==> src/rtl/bulk_in_mux.sv <==
// N-channel bulk IN source selector: binds each source stream to an endpoint number,
// latches the selection per transaction, enforces max-packet size and reports IN-ready.
module bulk_in_mux #(
    parameter int                    CHANNELS   = 2,
    parameter logic [4*CHANNELS-1:0] ENDPOINTS  = {4'd2, 4'd1},
    parameter int                    WIDTH      = 8,
    parameter int                    MAX_PACKET = 512
) (
    input  logic                      clock,
    input  logic                      reset,
    input  logic                      blk_start_i,
    input  logic                      blk_cycle_i,
    input  logic [3:0]                blk_endpt_i,
    output logic                      blk_error_o,
    output logic                      blk_in_ready_o,
    input  logic [CHANNELS-1:0]       ch_ready_i,
    output logic [CHANNELS-1:0]       sel_o,
    input  logic [CHANNELS-1:0]       s_tvalid,
    output logic [CHANNELS-1:0]       s_tready,
    input  logic [CHANNELS-1:0]       s_tlast,
    input  logic [WIDTH*CHANNELS-1:0] s_tdata,
    output logic                      m_tvalid,
    input  logic                      m_tready,
    output logic                      m_tlast,
    output logic [WIDTH-1:0]          m_tdata
);

    localparam int CW = $clog2(MAX_PACKET + 1);

    typedef enum logic [1:0] {
        IDLE,
        XFER,
        HOLD,
        DONE
    } state_t;

    state_t r_state;
    state_t w_next;

    logic [CHANNELS-1:0] r_sel;
    logic [CW-1:0]       r_count;
    logic                r_error;
    logic                r_in_ready;

    logic                r_out_valid;
    logic                r_out_last;
    logic [WIDTH-1:0]    r_out_data;
    logic                r_skid_valid;
    logic                r_skid_last;
    logic [WIDTH-1:0]    r_skid_data;

    logic [CHANNELS-1:0] w_match;
    logic [CHANNELS-1:0] w_first;
    logic                w_any_match;
    logic                w_start_ok;
    logic                w_start_bad;
    logic                w_sel_valid;
    logic                w_sel_last;
    logic [WIDTH-1:0]    w_sel_data;
    logic                w_ready_sel;
    logic                w_push;
    logic                w_at_max;
    logic                w_push_last;
    logic                w_drained;
    logic                w_abort;

    always_comb begin
        for (int i = 0; i < CHANNELS; i++) begin
            w_match[i] = (ENDPOINTS[4*i +: 4] == blk_endpt_i);
        end
    end

    // Two's-complement trick isolates the lowest set bit, so the lowest channel wins.
    assign w_first     = w_match & (-w_match);
    assign w_any_match = |w_match;
    assign w_start_ok  = (r_state == IDLE) && blk_start_i && w_any_match;
    assign w_start_bad = (r_state == IDLE) && blk_start_i && !w_any_match;

    always_comb begin
        w_sel_valid = 1'b0;
        w_sel_last  = 1'b0;
        w_sel_data  = '0;
        for (int i = 0; i < CHANNELS; i++) begin
            if (r_sel[i]) begin
                w_sel_valid = s_tvalid[i];
                w_sel_last  = s_tlast[i];
                w_sel_data  = s_tdata[WIDTH*i +: WIDTH];
            end
        end
    end

    // Ready depends only on registered state and blk_cycle_i, never on m_tready.
    assign w_ready_sel = (r_state == XFER) && blk_cycle_i && !r_skid_valid;
    assign s_tready    = r_sel & {CHANNELS{w_ready_sel}};
    assign w_push      = w_ready_sel && w_sel_valid;
    assign w_at_max    = (r_count == CW'(MAX_PACKET - 1));
    assign w_push_last = w_sel_last || w_at_max;
    assign w_drained   = !r_out_valid && !r_skid_valid;
    assign w_abort     = (r_state == XFER) && !blk_cycle_i;

    always_comb begin
        w_next = r_state;
        case (r_state)
            IDLE: begin
                if (w_start_ok) w_next = XFER;
            end
            XFER: begin
                if (!blk_cycle_i)              w_next = IDLE;
                else if (w_push && w_sel_last) w_next = DONE;
                else if (w_push && w_at_max)   w_next = HOLD;
            end
            HOLD, DONE: begin
                if (w_drained && !blk_cycle_i) w_next = IDLE;
            end
            default: w_next = IDLE;
        endcase
    end

    always_ff @(posedge clock or negedge reset) begin
        if (!reset) begin
            r_state    <= IDLE;
            r_sel      <= '0;
            r_count    <= '0;
            r_error    <= 1'b0;
            r_in_ready <= 1'b0;
        end else begin
            r_state    <= w_next;
            r_error    <= w_start_bad;
            r_in_ready <= |(w_match & ch_ready_i);
            if (w_start_ok) begin
                r_sel   <= w_first;
                r_count <= '0;
            end else begin
                if (w_next == IDLE) r_sel <= '0;
                if (w_push && (r_count != CW'(MAX_PACKET))) r_count <= r_count + 1'b1;
            end
        end
    end

    // Output register plus one skid entry; the skid only fills when the output is stalled.
    always_ff @(posedge clock or negedge reset) begin
        if (!reset) begin
            r_out_valid  <= 1'b0;
            r_out_last   <= 1'b0;
            r_out_data   <= '0;
            r_skid_valid <= 1'b0;
            r_skid_last  <= 1'b0;
            r_skid_data  <= '0;
        end else if (w_abort) begin
            r_out_valid  <= 1'b0;
            r_skid_valid <= 1'b0;
        end else if (!r_out_valid || m_tready) begin
            if (r_skid_valid) begin
                r_out_valid  <= 1'b1;
                r_out_last   <= r_skid_last;
                r_out_data   <= r_skid_data;
                r_skid_valid <= 1'b0;
            end else begin
                r_out_valid <= w_push;
                if (w_push) begin
                    r_out_last <= w_push_last;
                    r_out_data <= w_sel_data;
                end
            end
        end else if (w_push) begin
            r_skid_valid <= 1'b1;
            r_skid_last  <= w_push_last;
            r_skid_data  <= w_sel_data;
        end
    end

    assign sel_o          = r_sel;
    assign blk_error_o    = r_error;
    assign blk_in_ready_o = r_in_ready;
    assign m_tvalid       = r_out_valid;
    assign m_tlast        = r_out_last;
    assign m_tdata        = r_out_data;

endmodule

==> config.mk <==
export PLATFORM = sky130hd
export DESIGN_NAME = bulk_in_mux
export DESIGN_NICKNAME = d
export VERILOG_FILES = /design/src/rtl/bulk_in_mux.sv
export SDC_FILE = /design/constraint.sdc
export NUM_CORES = 1
export LEC_CHECK = 0
export CORE_ASPECT_RATIO = 0.8
export CORE_MARGIN = 3
export CORE_UTILIZATION = 45
export DETAILED_ROUTE_END_ITERATION = 7
export GPL_ROUTABILITY_DRIVEN = 0
export PLACE_DENSITY = 0.83
export SYNTH_ARGS = -nofsm -noshare
export SYNTH_HDL_FRONTEND = slang
export SYNTH_SLANG_ARGS = --single-unit
export TNS_END_PERCENT = 1
==> constraint.sdc <==
create_clock -name clock -period 4.7 [get_ports clock]
set_input_delay 0.47 -clock clock [delete_from_list [all_inputs] [get_ports clock]]
set_output_delay 0.47 -clock clock [all_outputs]
set_load 0.1 [all_outputs]
==> results of run 1 <==
how the worst max path moves through the flow:
stage / from / end / slack [ns]
after detailed placement: blk_cycle_i / s_tready[0] / 1.62
after global routing: r_skid_valid / s_tready[0] / 1.53
final: r_skid_valid / s_tready[0] / 1.61
after CTS: blk_cycle_i / s_tready[0] / 1.61
after floorplan: sel_o[1] / s_tready[1] / 1.56
after global placement: blk_cycle_i / s_tready[0] / 1.67
layer usage:
metal  global-route usage  vias up
met5                    0        -
met4               0.0633        0
met3               0.0472        7
met2                0.296       52
met1                0.264      850
li1                     -      842
state kept, by name, indices dropped and copies added (netlist names), 2 cells and up:
signal       count
m_tdata          8
r_count         10
r_skid_data      8
sel_o            2
r_state          2
cell usage in the layout (no fill, tap or decap), types with 2 or more instances in the layout:
master	synthesis	final
and3_1	2	2
and2_1	3	3
nor3_1	4	4
mux2_2	9	9
bufinv_16	0	3
o21ai_0	11	11
ha_1	2	2
nand2b_1	2	2
nor2_1	15	15
nor2b_1	5	5
dfrtp_1	36	36
or4_1	5	5
nand4_1	4	4
o31ai_1	4	4
o221ai_1	2	2
nor4_1	2	2
a22oi_1	7	7
a31oi_1	3	3
nand3_1	8	8
clkbuf_8	0	5
mux2i_1	2	2
inv_1	6	6
a211oi_1	2	2
o2111ai_1	2	2
a21oi_1	19	19
nand2_1	18	18
clkdlybuf4s50_1	0	46
report_power, final:
| group | total, µW | internal (µW) | switching (µW) |
|---|---|---|---|
| Clock | 382 | 265 | 116 |
| Combinational | 75.0 | 34.1 | 40.8 |
| Sequential | 317 | 313 | 4.20 |
stage by stage:
step | utilization | std cells | power (µW) | instance area, µm² | hold slack (ns)
floorplan | - | 199 | 357 | 1960 | 0.174
detailed placement | 0.618 | 294 | 399 | 2460 | 0.494
global placement | 0.618 | 294 | 398 | 2460 | 0.486
global route | 0.658 | 302 | 795 | 2620 | 0.518
CTS | 0.658 | 302 | 776 | 2620 | 0.511
finish | 0.658 | 302 | 774 | 2620 | 0.505
final cells by class:
type	count	area, µm²	share of cell area
multi-input cells	150	997	0.381
flip-flops and latches	36	901	0.344
repair buffers	47	468	0.179
clock inverters	3	90.1	0.0344
clock buffers	5	68.8	0.0263
well taps	55	68.8	0.0263
inverters	6	22.5	0.00861
cells by family after synthesis:
family,Yosys count
flops,36
fa+ha+maj,2
mux,11
xor+xnor,1
buf+inv,13
compound gates,60
simple gates,76
==> flow_summary.toml, run 1 <==
[drt]
finalWirelength_um = 4740
first_pass_iters = 4
met1_length_um = 2180
wire_per_inst_um = 15.7
dr.max_layer_used = "met4"
vias = 1751
dr_wl_met3_um = 234
wl_met2_um = 2260
vias_per_cell = 5.80
drc = 0
antenna_left = 0
drtIter0Drc = 122

[yosys]
yosys.area.top_type = "dfrtp_1"
syn_inst = 199
synth_edf_count = 0
yosysSeqAreaShare = 0.460
synth_top_family_by_area = "simple AND/OR/NAND/NOR gates"
syn-num-nets = 232
async_reset_ff_frac = 1.00
synth-compound-area-share = 0.211
ys_top_cells_by_count = "dfrtp_1 (36), a21oi_1 (19), nand2_1 (18)"
synth_cell_types = 47
synth.mux.area_fraction = 0.0619
yosysTopAreaCellShare = 0.460
synth_area_leaders = "dfrtp_1 (46%), mux2_2 (5.2%), a21oi_1 (4.9%)"
syn_area_mm2 = 0.00196
yosys.area_share.adder = 0.0128
ys_ff_latch = 36
synthXorXnorAreaFrac = 0.00447
synth_ff_type = "dfrtp_1"
yosysMostFrequentCell = "dfrtp_1"
ys_warn_count = 0
synth-simple-area-share = 0.219
postSynthAreaPerCell_um2 = 9.85

[pwr]
ir_drop_mv = 0.200
power.density_mw_per_mm2 = 296
p_leak_uw = 0.00108

[clock_tree]
tritoncts = "built"
cts_setup_buffers = 0
cts_max_level = 2
clk_pin_slew_worst_paths_ns = 0.08
cts_resized = 0
clock-sinks = 36
root_buffer = "clkbuf_8"
max-clock-path-buffers = 2
clkLatencyLatePin_ns = 0.29
cts_made_buffers = 5
ctsHoldBuffers = 0

[global_route]
grt_pass1_vias = 1587
track_usage = 0.192
grt_overflow = 0
antenna_found_initial = 0
grt_pass1_wl_um = 7620
grt_start_max_net_pins = 37

[setup_path]
cp_top_family = "buffers and inverters"
r2r.worst_path.cells = 3
cp_num_cells = 3
cp_data_arrival_time_ns = 2.62
ff2ff_setup_slack_ns = 2.44
reg2reg_from = "r_skid_valid"
r2r-end = "r_skid_data[1]"
setup.worst_path.start_class = "flop"
path_max_fanout = 24
endpoint_kind = "output port"
cp_data_required_time_ns = 4.23
cp_slowest_cell = "clkdlybuf4s50_1"
path_class = "reg2out"
path_cells = "nand4bb_4 > nor2_1 > clkdlybuf4s50_1"
slowest_delay_ns = 1.15
path_buf_inv = 1

[floorplanning]
rows = 20
initial_core_util = 0.492
io_pins = 47
die_h_um = 65.0
die_area_mm2 = 0.00519
die_w_um = 79.8
coreArea_mm2 = 0.00398

[timing]
fin_crit_sh = 0.657
skew_ns = 0.00644
rsz0062_at_grt = "no"
post-route-min-period_ns = 3.09
tns_ns = 0
maxSlewViolCount = 0
finalHoldViolCount = 0
fmax_mhz = 324
setup_viol = 0
worst_slack_ns = 1.61
tightest_slew_ns = 0.985
slew-limit-headroom = 0.341

[min_path]
hold_path.class = "reg2reg"
hp-start = "m_tdata[5]"
holdPathStages = 1
whs_endpoint = "m_tdata[5]"

[placement]
pre_cts_slack_ns = 1.62
io_buffers = 46
hpwl_um = 3500

[finish]
insertedDiodeCount = 0
drive_gt1_frac = 0.101
fin_nets = 279
syn_to_final_growth_pct = 33.5
fillCellCount = 317

[run]
max_cap_viol_count = 0

[run_status]
outcome = "complete, no violations"
(Power assumes the default switching activity.)
==> run 2: changes to the inputs <==
==> constraint.sdc (replaced) <==
create_clock -name clock -period 3 [get_ports clock]
set_input_delay 0.3 -clock clock [delete_from_list [all_inputs] [get_ports clock]]
set_output_delay 0.3 -clock clock [all_outputs]
set_load 0.1 [all_outputs]
==> run 2 against run 1 <==
Against the previous run: worst hold slack worse by 0.083 ns; wire length up 6.2%; die area unchanged; utilization is 1.7 points lower; final cell count is 0.66% higher.
==> flow_summary.toml, run 2 (same netlist as run 1, synthesis figures left out) <==
[run_status]
outcome = "complete, no violations"

[setup_path]
slowest_delay_ns = 0.66
endpoint_kind = "flop"
cp_data_arrival_time_ns = 2.26
setup.worst_path.start_class = "flop"
path_cells = "nand3b_4 > a21oi_1 > o221ai_2 > mux2_2"
cp_slowest_cell = "dfrtp_1"
reg2reg_from = "sel_o[1]"
cp-startpoint = "sel_o[1]"
path_max_fanout = 16
r2r.worst_path.cells = 4
path_class = "reg2reg"
cp_data_required_time_ns = 3.18

[timing]
slew-limit-headroom = 0.350
fmax_mhz = 479
tightest_slew_ns = 0.972
skew_ns = 0.00602
post-route-min-period_ns = 2.09
fin_crit_sh = 0.696
maxSlewViolCount = 0
setup_viol = 0
rsz0062_at_grt = "no"
tns_ns = 0
finalHoldViolCount = 0

[drt]
first_pass_iters = 4
finalWirelength_um = 5030
vias = 1768
drtIter0Drc = 176
vias_per_cell = 5.82
wire_per_inst_um = 16.6
antenna_left = 0
drc = 0

[placement]
hpwl_um = 3640
io_buffers = 46

[clock_tree]
max-clock-path-buffers = 2
clock-sinks = 36
ctsHoldBuffers = 0
cts_max_level = 2
clkLatencyLatePin_ns = 0.29
cts_made_buffers = 5
root_buffer = "clkbuf_8"
cts_setup_buffers = 0
clk_pin_slew_worst_paths_ns = 0.08
cts_resized = 0
tritoncts = "built"

[finish]
drive_gt1_frac = 0.165
mostFrequentLayoutCells = "dfrtp_1 (36), clkdlybuf4s50_1 (32), a21oi_1 (19), nand2_1 (18), buf_4 (17)"
largest_register_ffs = 10
syn_to_final_growth_pct = 30.1
top_register = "r_count"
final_common_cell = "dfrtp_1"
fin_nets = 281
insertedDiodeCount = 0

[floorplanning]
rows = 20
die_area_mm2 = 0.00519
initial_core_util = 0.492
io_pins = 47
die_w_um = 79.8
die_h_um = 65.0
coreArea_mm2 = 0.00398

[pwr]
power_uw = 1040
ir_drop_mv = 0.314
p_leak_uw = 0.00109
power.density_mw_per_mm2 = 410

[global_route]
track_usage = 0.210
grt_start_max_net_pins = 37
grt_pass1_wl_um = 8320
grt_pass1_vias = 1714
antenna_found_initial = 0
grt_overflow = 0

[min_path]
hold_path.class = "in2async"

[run]
max_cap_viol_count = 0
## run 2: cell types whose count changed in the layout (fill, tap and decap cells not counted)
cell	before	now
bufinv_16	3	1
clkinv_2	0	1
buf_4	1	17
clkinvlp_4	0	1
clkdlybuf4s50_1	46	32
## run 2: layout make-up
cell class              instances  area [µm²]
clock buffers                   5        68.8
clock inverters                 3        42.5
fillers                       335        1430
inverters                       6        22.5
multi-input cells             150         997
flip-flops and latches         36         901
well taps                      55        68.8
repair buffers                 49         448
## run 2: final timing paths
path | end | slack, ns
min in group clock | m_tdata[3] | 0.51
worst min register to register | m_tdata[3] | 0.51
max in group asynchronous | m_tvalid | 2.25
worst max-delay path | m_tdata[2] | 0.91
worst min-delay path | r_count[5] | 0.42
worst max register to register | m_tdata[2] | 0.91
## run 2: critical path, delay by kind of cell, from the launching register on
family | cells | cell delay [ns]
flops | 1 | 0.66
compound gates | 2 | 0.62
mux | 1 | 0.41
simple gates | 1 | 0.28
## run 2: through the flow
| stage | std cells | setup slack (ns) | util | area (µm²) | hold slack (ns) |
|---|---|---|---|---|---|
| after floorplan | 199 | 0.0311 | - | 1960 | 0.00441 |
| after global placement | 296 | 0.808 | 0.613 | 2440 | 0.489 |
| after detailed placement | 296 | 0.760 | 0.613 | 2440 | 0.495 |
| after CTS | 304 | 0.914 | 0.641 | 2550 | 0.430 |
| after global routing | 304 | 0.735 | 0.641 | 2550 | 0.470 |
| final | 304 | 0.911 | 0.641 | 2550 | 0.423 |
## run 2: per-layer routing
metal,wire length (µm),GRT usage,vias up
met5,0,0,-
met1,2210,0.281,857
met2,2380,0.334,63
met4,78,0.0570,0
li1,-,-,841
met3,368,0.0597,7
## run 2: power breakdown
part	internal [µW]	switching (µW)	total, µW
clock network	246	184	429
logic	52.9	64.2	117
registers	491	6.63	497
==> run 3: changes to the inputs <==
--- a/config.mk
+++ b/config.mk
@@ -10,7 +10,7 @@
 export CORE_UTILIZATION = 45
 export DETAILED_ROUTE_END_ITERATION = 7
 export GPL_ROUTABILITY_DRIVEN = 0
-export PLACE_DENSITY = 0.83
+export PLACE_DENSITY = 0.85
 export SYNTH_ARGS = -nofsm -noshare
 export SYNTH_HDL_FRONTEND = slang
 export SYNTH_SLANG_ARGS = --single-unit
==> constraint.sdc (replaced) <==
create_clock -name clock -period 1.85 [get_ports clock]
set_input_delay 0.185 -clock clock [delete_from_list [all_inputs] [get_ports clock]]
set_output_delay 0.185 -clock clock [all_outputs]
set_load 0.1 [all_outputs]
==> run 3 against run 2 <==
Against the previous run: clock power grew 21%; utilization rose by 5.4 points; register-to-register slack worse by 0.81 ns; sequential share of layout area is 2.4 points lower; clock skew about the same; worst hold slack worse by 0.16 ns; first-iteration DRC count is 30% lower; critical endpoint is now r_count[6]; largest power group unchanged; highest routed layer unchanged.
==> flow_summary.toml, run 3 (same netlist as run 1, synthesis figures left out) <==
[drt]
first_pass_iters = 4
vias_per_cell = 5.64
wire_per_inst_um = 14.9
vias = 1806
drc = 0
finalWirelength_um = 4780
antenna_left = 0
drtIter0Drc = 124

[global_route]
grt_overflow = 0
grt_pass1_wl_um = 7970
grt_pass1_vias = 1720
track_usage = 0.197
antenna_found_initial = 0
grt_start_max_net_pins = 37

[finish]
top_register = "r_count"
final_common_cell = "dfrtp_1"
largest_register_ffs = 10
insertedDiodeCount = 0
mostFrequentLayoutCells = "dfrtp_1 (32), clkdlybuf4s50_1 (30), buf_4 (30), a21oi_1 (18), nand2_1 (17)"
fillCellCount = 305
fin_nets = 298
syn_to_final_growth_pct = 41.0
drive_gt1_frac = 0.264

[setup_path]
reg2reg_from = "sel_o[1]"
path_max_fanout = 10
r2r-end = "r_count[6]"
ff2ff_setup_slack_ns = 0.1
setup.worst_path.start_class = "flop"
endpoint_kind = "flop"
cp_data_arrival_time_ns = 1.97
path_class = "reg2reg"
cp_data_required_time_ns = 2.06
r2r.worst_path.cells = 4

[timing]
slew-limit-headroom = 0.746
skew_ns = 0.00634
worst_hold_slack_ns = 0.264
fin_crit_sh = 0.948
setup_viol = 0
maxSlewViolCount = 0
rsz0062_at_grt = "no"
post-route-min-period_ns = 1.75
worst_slack_ns = 0.0963
tightest_slew_ns = 0.377
fmax_mhz = 570
finalHoldViolCount = 0

[floorplanning]
rows = 20
die_h_um = 65.0
die_area_mm2 = 0.00519
io_pins = 47
coreArea_mm2 = 0.00398
die_w_um = 79.8
initial_core_util = 0.492

[clock_tree]
max-clock-path-buffers = 2
cts_max_level = 2
root_buffer = "clkbuf_8"
tritoncts = "built"
ctsHoldBuffers = 0
clock-sinks = 36
clkLatencyLatePin_ns = 0.28
cts_resized = 0
clk_pin_slew_worst_paths_ns = 0.07
cts_made_buffers = 5
cts_setup_buffers = 0

[placement]
pre_cts_slack_ns = -0.0952
hpwl_um = 3640
io_buffers = 46

[pwr]
ir_drop_mv = 0.491
power.density_mw_per_mm2 = 556
power_uw = 1540
p_leak_uw = 0.00118

[run]
max_cap_viol_count = 0

[run_status]
outcome = "complete, no violations"

[min_path]
hold_path.class = "in2async"
## run 3: cell types whose count changed in the layout (fill, tap and decap cells not counted), moves of 2 or more
cell	delta
dfrtp_1	-4
dfrtp_2	+2
clkdlybuf4s50_1	-2
nor2_1	-2
buf_4	+13
buf_12	+6
dfrtp_4	+2
## run 3: critical path, stage by stage (launching register included)
cell      delay, ns
dfrtp_4        0.53
nand3b_4       0.22
a21o_4         0.26
or4_1          0.53
a21oi_2        0.15
## run 3: area by class of cell
cell class                 instances  area, µm²  share of cell area
clock inverter                     1       5.00             0.00181
inverter                           6       22.5             0.00815
timing repair buffer              66        646               0.234
clock buffer                       6       72.6              0.0263
multi-input combinational        150       1040               0.375
sequential                        36        911               0.330
tap                               55       68.8              0.0249
## run 3: through the flow
stage                     setup TNS (ns)  cells   util  area (µm²)
after floorplan                        0    199      -        1980
after global placement          -0.00894    313  0.668        2660
after detailed placement          -0.181    313  0.668        2660
after CTS                              0    320  0.687        2730
after global routing                   0    320  0.694        2760
final                                  0    320  0.694        2760
## run 3: worst max path at each step
stage | start | to | slack, ns | depth (start not counted)
2_1_floorplan | sel_o[1] | r_count[5] | 0.02 | 5
3_3_place_gp | blk_cycle_i | r_count[6] | -0.005 | 5
3_5_place_dp | blk_cycle_i | r_count[6] | -0.1 | 5
4_1_cts | sel_o[1] | r_count[6] | 0.01 | 4
5_1_grt | r_state[1] | r_skid_last | 0.02 | 6
6_report | sel_o[1] | r_count[6] | 0.1 | 4
## run 3: power by group
part	switching, µW	internal, µW
registers	8.96	797
logic	110	99.2
clock network	264	256
## run 3: routing by layer
metal  part of all wire  wire [µm]  track usage  vias to the layer above
li1                   -          -            -                      878
met1               0.47       2250        0.272                      863
met2               0.46       2190        0.311                       60
met3              0.062        296       0.0431                        5
met4             0.0088         42       0.0591                        0
met5                  0          0            0                        -
